`src/rtl/sipo_rx_ctrl_if.sv`:
```
// Output handshake bundle of the SIPO receiver: assembled word plus valid/ready.
// The receiver drives through the master modport; the consumer uses the slave modport.
interface sipo_rx_ctrl_if #(
    parameter int DATA_W = 8
);
    logic [DATA_W-1:0] data;
    logic              valid;
    logic              ready;

    modport master (
        output data,
        output valid,
        input  ready
    );

    modport slave (
        input  data,
        input  valid,
        output ready
    );
endinterface

```
`src/rtl/sipo_rx_ctrl.sv`:
```
// Receive sequencer for the serial-in/parallel-out path: start detect, bit assembly,
// stop check, and a one-word holding register with sticky overrun/framing flags.
module sipo_rx_ctrl #(
    parameter int DATA_W    = 8,
    parameter bit MSB_FIRST = 1'b1
) (
    input  logic           clk,
    input  logic           reset,
    input  logic           en_i,
    input  logic           bit_en_i,
    input  logic           serial_in_i,
    input  logic           clr_err_i,
    sipo_rx_ctrl_if.master out_if,
    output logic           busy_o,
    output logic           overrun_o,
    output logic           frame_err_o
);

    localparam int CNT_W = $clog2(DATA_W);

    typedef enum logic [1:0] {
        IDLE = 2'd0,
        DATA = 2'd1,
        STOP = 2'd2
    } state_e;

    state_e              state_q, state_d;
    logic [CNT_W-1:0]    count_q, count_d;
    logic [DATA_W-1:0]   shift_q, shift_d;
    logic [DATA_W-1:0]   hold_q, hold_d;
    logic                valid_q, valid_d;
    logic                overrun_q, overrun_d;
    logic                frameErr_q, frameErr_d;
    logic                wordDone;
    logic                stopBad;

    always_ff @(posedge clk or posedge reset) begin
        if (reset) begin
            state_q    <= IDLE;
            count_q    <= '0;
            shift_q    <= '0;
            hold_q     <= '0;
            valid_q    <= 1'b0;
            overrun_q  <= 1'b0;
            frameErr_q <= 1'b0;
        end else begin
            state_q    <= state_d;
            count_q    <= count_d;
            shift_q    <= shift_d;
            hold_q     <= hold_d;
            valid_q    <= valid_d;
            overrun_q  <= overrun_d;
            frameErr_q <= frameErr_d;
        end
    end

    // Frame sequencing: every move needs both the enable and a sample strobe.
    always_comb begin
        state_d  = state_q;
        count_d  = count_q;
        shift_d  = shift_q;
        wordDone = 1'b0;
        stopBad  = 1'b0;
        if (!en_i) begin
            state_d = IDLE;
            count_d = '0;
        end else if (bit_en_i) begin
            case (state_q)
                IDLE: begin
                    if (!serial_in_i) begin
                        state_d = DATA;
                        count_d = '0;
                    end
                end
                DATA: begin
                    if (MSB_FIRST) begin
                        shift_d = {shift_q[DATA_W-2:0], serial_in_i};
                    end else begin
                        shift_d = {serial_in_i, shift_q[DATA_W-1:1]};
                    end
                    if (count_q == CNT_W'(DATA_W - 1)) begin
                        state_d = STOP;
                        count_d = '0;
                    end else begin
                        count_d = count_q + CNT_W'(1);
                    end
                end
                STOP: begin
                    state_d = IDLE;
                    if (serial_in_i) begin
                        wordDone = 1'b1;
                    end else begin
                        stopBad = 1'b1;
                    end
                end
                default: begin
                    state_d = IDLE;
                    count_d = '0;
                end
            endcase
        end
    end

    // A completed word only replaces the held one if that one is gone or leaving now;
    // set events are applied after the clear so they win a same-cycle collision.
    always_comb begin
        hold_d     = hold_q;
        valid_d    = valid_q;
        overrun_d  = overrun_q;
        frameErr_d = frameErr_q;
        if (valid_q && out_if.ready) begin
            valid_d = 1'b0;
        end
        if (clr_err_i) begin
            overrun_d  = 1'b0;
            frameErr_d = 1'b0;
        end
        if (wordDone) begin
            if (valid_q && !out_if.ready) begin
                overrun_d = 1'b1;
            end else begin
                hold_d  = shift_q;
                valid_d = 1'b1;
            end
        end
        if (stopBad) begin
            frameErr_d = 1'b1;
        end
    end

    assign out_if.data  = hold_q;
    assign out_if.valid = valid_q;
    assign busy_o       = (state_q != IDLE);
    assign overrun_o    = overrun_q;
    assign frame_err_o  = frameErr_q;

endmodule

```
`src/flat_wrapper.sv`:
```
// flat-port wrapper written by rule: the top's interface ports become plain ports
module sipo_rx_ctrl_flat 
#(
    parameter int DATA_W    = 8,
    parameter bit MSB_FIRST = 1'b1
)
  (clk, reset, en_i, bit_en_i, serial_in_i, clr_err_i, busy_o, overrun_o, frame_err_o, out_if_data, out_if_valid, out_if_ready);
  sipo_rx_ctrl_if #(.DATA_W(DATA_W)) out_if_i ();
  input  logic clk;
  input  logic reset;
  input  logic en_i;
  input  logic bit_en_i;
  input  logic serial_in_i;
  input  logic clr_err_i;
  output logic busy_o;
  output logic overrun_o;
  output logic frame_err_o;
  output wire logic [$bits(out_if_i.data)-1:0] out_if_data;
  output wire logic [$bits(out_if_i.valid)-1:0] out_if_valid;
  input wire logic [$bits(out_if_i.ready)-1:0] out_if_ready;
  assign out_if_data = out_if_i.data;
  assign out_if_valid = out_if_i.valid;
  assign out_if_i.ready = out_if_ready;
  sipo_rx_ctrl #(.DATA_W(DATA_W), .MSB_FIRST(MSB_FIRST)) u_core (.clk(clk), .reset(reset), .en_i(en_i), .bit_en_i(bit_en_i), .serial_in_i(serial_in_i), .clr_err_i(clr_err_i), .out_if(out_if_i), .busy_o(busy_o), .overrun_o(overrun_o), .frame_err_o(frame_err_o));
endmodule
```
`config.mk`:
```
export PLATFORM = sky130hd
export DESIGN_NAME = sipo_rx_ctrl_flat
export DESIGN_NICKNAME = d
export VERILOG_FILES = /design/src/rtl/sipo_rx_ctrl_if.sv /design/src/rtl/sipo_rx_ctrl.sv /design/src/flat_wrapper.sv
export SDC_FILE = /design/constraint.sdc
export NUM_CORES = 1
export LEC_CHECK = 0
export BUFFER_PORTS_ARGS = -buffer_cell sky130_fd_sc_hd__buf_2
export CORE_MARGIN = 2
export CORE_UTILIZATION = 45
export CTS_CLUSTER_DIAMETER = 50
export DETAILED_ROUTE_END_ITERATION = 8
export HOLD_SLACK_MARGIN = 0.05
export PLACE_DENSITY = 0.67
export SKIP_LAST_GASP = 1
export SYNTH_ARGS = -nofsm -noshare
export SYNTH_HDL_FRONTEND = slang
export SYNTH_SLANG_ARGS = --single-unit
```
`constraint.sdc`:
```
create_clock -name clk -period 3.4 [get_ports clk]
set_clock_uncertainty 0.15 [all_clocks]
set_input_delay 0.68 -clock clk [delete_from_list [all_inputs] [get_ports clk]]
set_output_delay 0.68 -clock clk [all_outputs]
set_load 0.05 [all_outputs]
```
**After elaboration in Yosys (flattened, before gate mapping)**

Cells that the tools add are included.

- Reduce and logical (&&, ||, !) cells: 10
- Bitwise logic cells: 1
- Multiplexer cells: 26
- Add/subtract/negate cells: 1
- Magnitude comparators: 0
- $mul: 0
- Equal/unequal tests: 7
- Shift-type cells: 0
- Div/mod/pow operators: 0

Operators with widths:

| kind | number |
|---|---|
| $mux 1 | 16 |
| $mux 3 | 4 |
| $pmux 3 s3 | 1 |
| $reduce_and 3->1 | 3 |
| $mux 2 | 4 |
| $pmux 2 s2 | 1 |
| $reduce_bool 2->1 | 2 |
| $add 3x1->3 const B | 1 |
| $eq 3x3->1 const B | 1 |
| $ne 3x2->1 const B | 1 |
| $ne 3x3->1 const B | 1 |
| $eq 2x1->1 const B | 1 |
| $eq 2x2->1 const B | 1 |
| $logic_and 1x1->1 | 2 |
| $logic_not 2->1 | 1 |
| $ne 2x1->1 const B | 1 |
| $ne 2x2->1 const B | 1 |
| $reduce_and 2->1 | 1 |
| $logic_not 1->1 | 1 |
| $not 1->1 | 1 |

- Memory bits (read-only): 0
- Input port bits: 7
- Output and inout bits: 12
- Memory bits (writable): 0
- Memories kept: 0
- Flip-flop bits (word level): 24
- Word-level logic and storage cells: 52
- Latch bits: 0

**Longest topological paths before layout**

- Depth in word-level cells: 5
- Mapped depth: 5
- Gate-level depth less buffers: 5

**Worst setup path after synthesis**

No wires, ideal clock.

- Kind: input-to-reg
- Start point: input bit_en_i
- End point: register u_core.hold_q[0], in the netlist u_core.out_if.data[0]
- Required time: 3.125 ns
- Arrival time: 1.735 ns
- Library setup time: 0.125 ns
- Path buffers: 1
- Cell stages on the path: 4
- Path slack: 1.390 ns
- Cells stage by stage: buf_2 nand3_2 nor4b_4 mux2_2

- Longest elaborated chain between the ends: 3

RTL lines:

| item | RTL line | RTL |
|---|---|---|
| start, declared | flat_wrapper.sv:12 | `input logic bit_en_i;` |
| $mux 1 | sipo_rx_ctrl.sv:67 | `end else if (bit_en_i) begin` |
| $mux 1 | sipo_rx_ctrl.sv:64 | `if (!en_i) begin` |
| $reduce_and 2->1 (no line) | n/a |  |
| end signal, assigned | sipo_rx_ctrl.sv:50 | `hold_q <= hold_d;` |
| end, declared | sipo_rx_ctrl.sv:30 | `logic [DATA_W-1:0] hold_q, hold_d;` |

Every way passes these cells.
A chain may end at the register's enable or synchronous reset.

**Worst setup path in the final report**

- Start point: register u_core.state_q[0]
- End point: output busy_o

- Longest elaborated chain between the ends: 1

RTL lines:

| item | RTL line | RTL |
|---|---|---|
| start, declared | sipo_rx_ctrl.sv:27 | `state_e state_q, state_d;` |
| start signal, assigned | sipo_rx_ctrl.sv:47 | `state_q <= state_d;` |
| $reduce_bool 2->1 | sipo_rx_ctrl.sv:133 | `assign busy_o = (state_q != IDLE);` |
| end, declared | flat_wrapper.sv:15 | `output logic busy_o;` |

Every way passes these cells.

==> results_dict.tcl <==
set metrics [dict create \
    postCtsHoldBufs 0 \
    r2r_end "u_core.out_if.data[5]" \
    synth_most_common_cell "dfrtp_1" \
    dp_cells 119 \
    grt_pass1_wl_mm 2.608 \
    drt_iter0_drc 11 \
    final-hold-violation-count 0 \
    track_usage 0.1394 \
    die_x_um 51.90 \
    r2r_start "u_core.state_q[1]" \
    grt_max_degree 25 \
    clock_path_buffers 2 \
    start_util 0.4712 \
    min_path_type "primary input to asynchronous set/reset pin" \
    wl_mm 1.667 \
    area_growth_pct 15.76 \
    outcome "finished clean" \
    relSlewSlack 0.4219 \
    p_leak_uw 0.0006357 \
    hpwl_mm 1.146 \
    fin_cells 123 \
    setup_viol 0 \
    row_count 17 \
    crit_required_ps 2570 \
    cts.clk_slew.worst_paths_ps 140 \
    htreeDepth 1 \
    antenna_found_initial 0 \
    arrival_ps 1390 \
    fp.dieH_um 51.90 \
    ys_seq_area_frac 0.5818 \
    final_antenna_net_count 0 \
    grt-ovfl-total 0 \
    synth_seq_cells 24 \
    worstPathCellList "or2_2, buf_2" \
    grt_pass1_vias 594 \
    synth.distinct_cells 27 \
    syn_avg_cell_area_um2 13.58 \
    fp.dieArea_um2 2693 \
    fin_crit_sh 0.6522 \
    num_io_pins 19 \
    slew_viol_final 0 \
    antennaDiodeCount 0 \
    remaining_drc_errors 0 \
    nFillCells 188 \
    post-cts-setup-buffers 0 \
    dpl_cell_area_um2 1142 \
    gp_congestion 0.7599 \
    synth_edf_count 0 \
    max_stage_delay_ps 530 \
    async_flop_share 1.000 \
    synth-main-ff-cell "dfrtp_1" \
    firstDrtPassIters 4 \
    tns_ps 0 \
    slowest_stage "dfrtp_1" \
    root_buffer "clkbuf_4" \
    cp-start-kind "register" \
    syn_nets 85 \
    clk_latency_ps 320 \
    reg2reg_depth 3 \
    wl_per_cell_um 13.55 \
    core_um2 2191 \
    cp-end-kind "output port" \
    critPathMaxFanout 10 \
    clock-sinks 24 \
    vias 668 \
    path_class "register to output port" \
    finalCriticalPeriod_ps 2218 \
    synth_common_cells "dfrtp_1, mux2_2, inv_1, buf_2, nand2_1" \
    synth_top_area_frac 0.5818 \
    peakVddDrop_mv 0.2739 \
    synthesis.area_um2 1032 \
    drive_gt1_frac 0.4421 \
    ys.warnings.count 0 \
    final_nets 105 \
    regToRegSetupSlack_ps 1560 \
    ctsResizeCount 0 \
    max_freq_mhz 450.9 \
    synthCells 76 \
    maxCapViolCount 0 \
    power_density_nw_per_um2 470.7 \
    cp_top_family "flip-flops" \
    final_util 0.5454 \
    cp_num_cells 2 \
    cts_tree "built" \
    cts_made_buffers 3 \
    avgViaCountPerCell 5.431 \
    synth.largest_area_cell "dfrtp_1" \
    tightest_slew_ps 866.2 \
    final_area_um2 1195 \
    synth_area_leaders "dfrtp_1, mux2_2, ha_1, nor4b_4, inv_1" \
    rsz0062_at_grt "false" \
    port_buffers 18 \
    path_buf_inv 1 \
]
==> cell type report <==
| class | count | area, µm² | area share |
|---|---|---|---|
| inverters | 5 | 18.77 | 0.01571 |
| multi-input cells | 44 | 397.9 | 0.3330 |
| clock inverters | 1 | 30.03 | 0.02513 |
| well taps | 28 | 35.03 | 0.02932 |
| repair buffers | 18 | 90.09 | 0.07539 |
| clock buffers | 3 | 22.52 | 0.01885 |
| flip-flops and latches | 24 | 600.6 | 0.5026 |
==> sequential cells by signal (all words and copies together), names as in the netlist <==
signal and flops:
u_core.out_if.data 8, u_core.out_if.valid 1, u_core.state_q 2, u_core.overrun_o 1, u_core.shift_q 8, u_core.frame_err_o 1
u_core.count_q 3
==> metrics by stage <==
step | worst slack [ps] | hold WS (ps) | power (µW)
after floorplan | 1390 | 312.1 | 347.3
after global placement | 1235 | 339.5 | 358.6
after detailed placement | 1184 | 343.2 | 361.7
after CTS | 1168 | 374.3 | 568.7
after global routing | 1118 | 381.2 | 586.7
final | 1182 | 361.4 | 562.4
==> how the worst max path moves through the flow <==
| stage | slack (ps) | end | from |
|---|---|---|---|
| after global routing | 1120 | busy_o | u_core.state_q[0] |
| final | 1180 | busy_o | u_core.state_q[0] |
| after CTS | 1170 | busy_o | u_core.state_q[0] |
| after global placement | 1240 | u_core.out_if.data[4] | bit_en_i |
| after detailed placement | 1180 | u_core.out_if.data[3] | en_i |
| after floorplan | 1390 | u_core.out_if.data[0] | bit_en_i |
==> layout by cell type (no fill, tap or decap), types with 2 or more instances in the layout <==
cell type,synthesis,final
inv_1,5,5
nand4b_1,2,2
clkbuf_4,0,3
buf_2,3,18
a21boi_0,2,2
nand2_1,3,3
o21ai_0,2,2
dfrtp_1,24,24
ha_1,2,2
mux2_2,15,15
==> layer usage <==
metal  wire length [µm]  vias to the layer above  track usage
li1                   -                      309            -
met1                752                      341       0.1569
met2                787                       14       0.2194
met3                 75                        4      0.03448
met4                 51                        0       0.1184
met5                  0                        -            0
==> power breakdown <==
| group | total, µW | switching (µW) | internal [µW] |
|---|---|---|---|
| sequential | 317 | 14.6 | 302 |
| combinational | 39.3 | 21.1 | 18.2 |
| clock | 207 | 87.4 | 119 |
| total | 562 | 123 | 439 |
==> cell families (layout without fill, tap and decap cells) <==
group	count (synthesis)	after routing	synth area share
flops	24	24	0.5818
buf+inv	8	27	0.03272
simple gates	16	16	0.1212
fa+ha+maj	2	2	0.02424
mux	15	15	0.1636
compound gates	11	11	0.07637
Note: power is estimated with default switching activity, not from simulation.
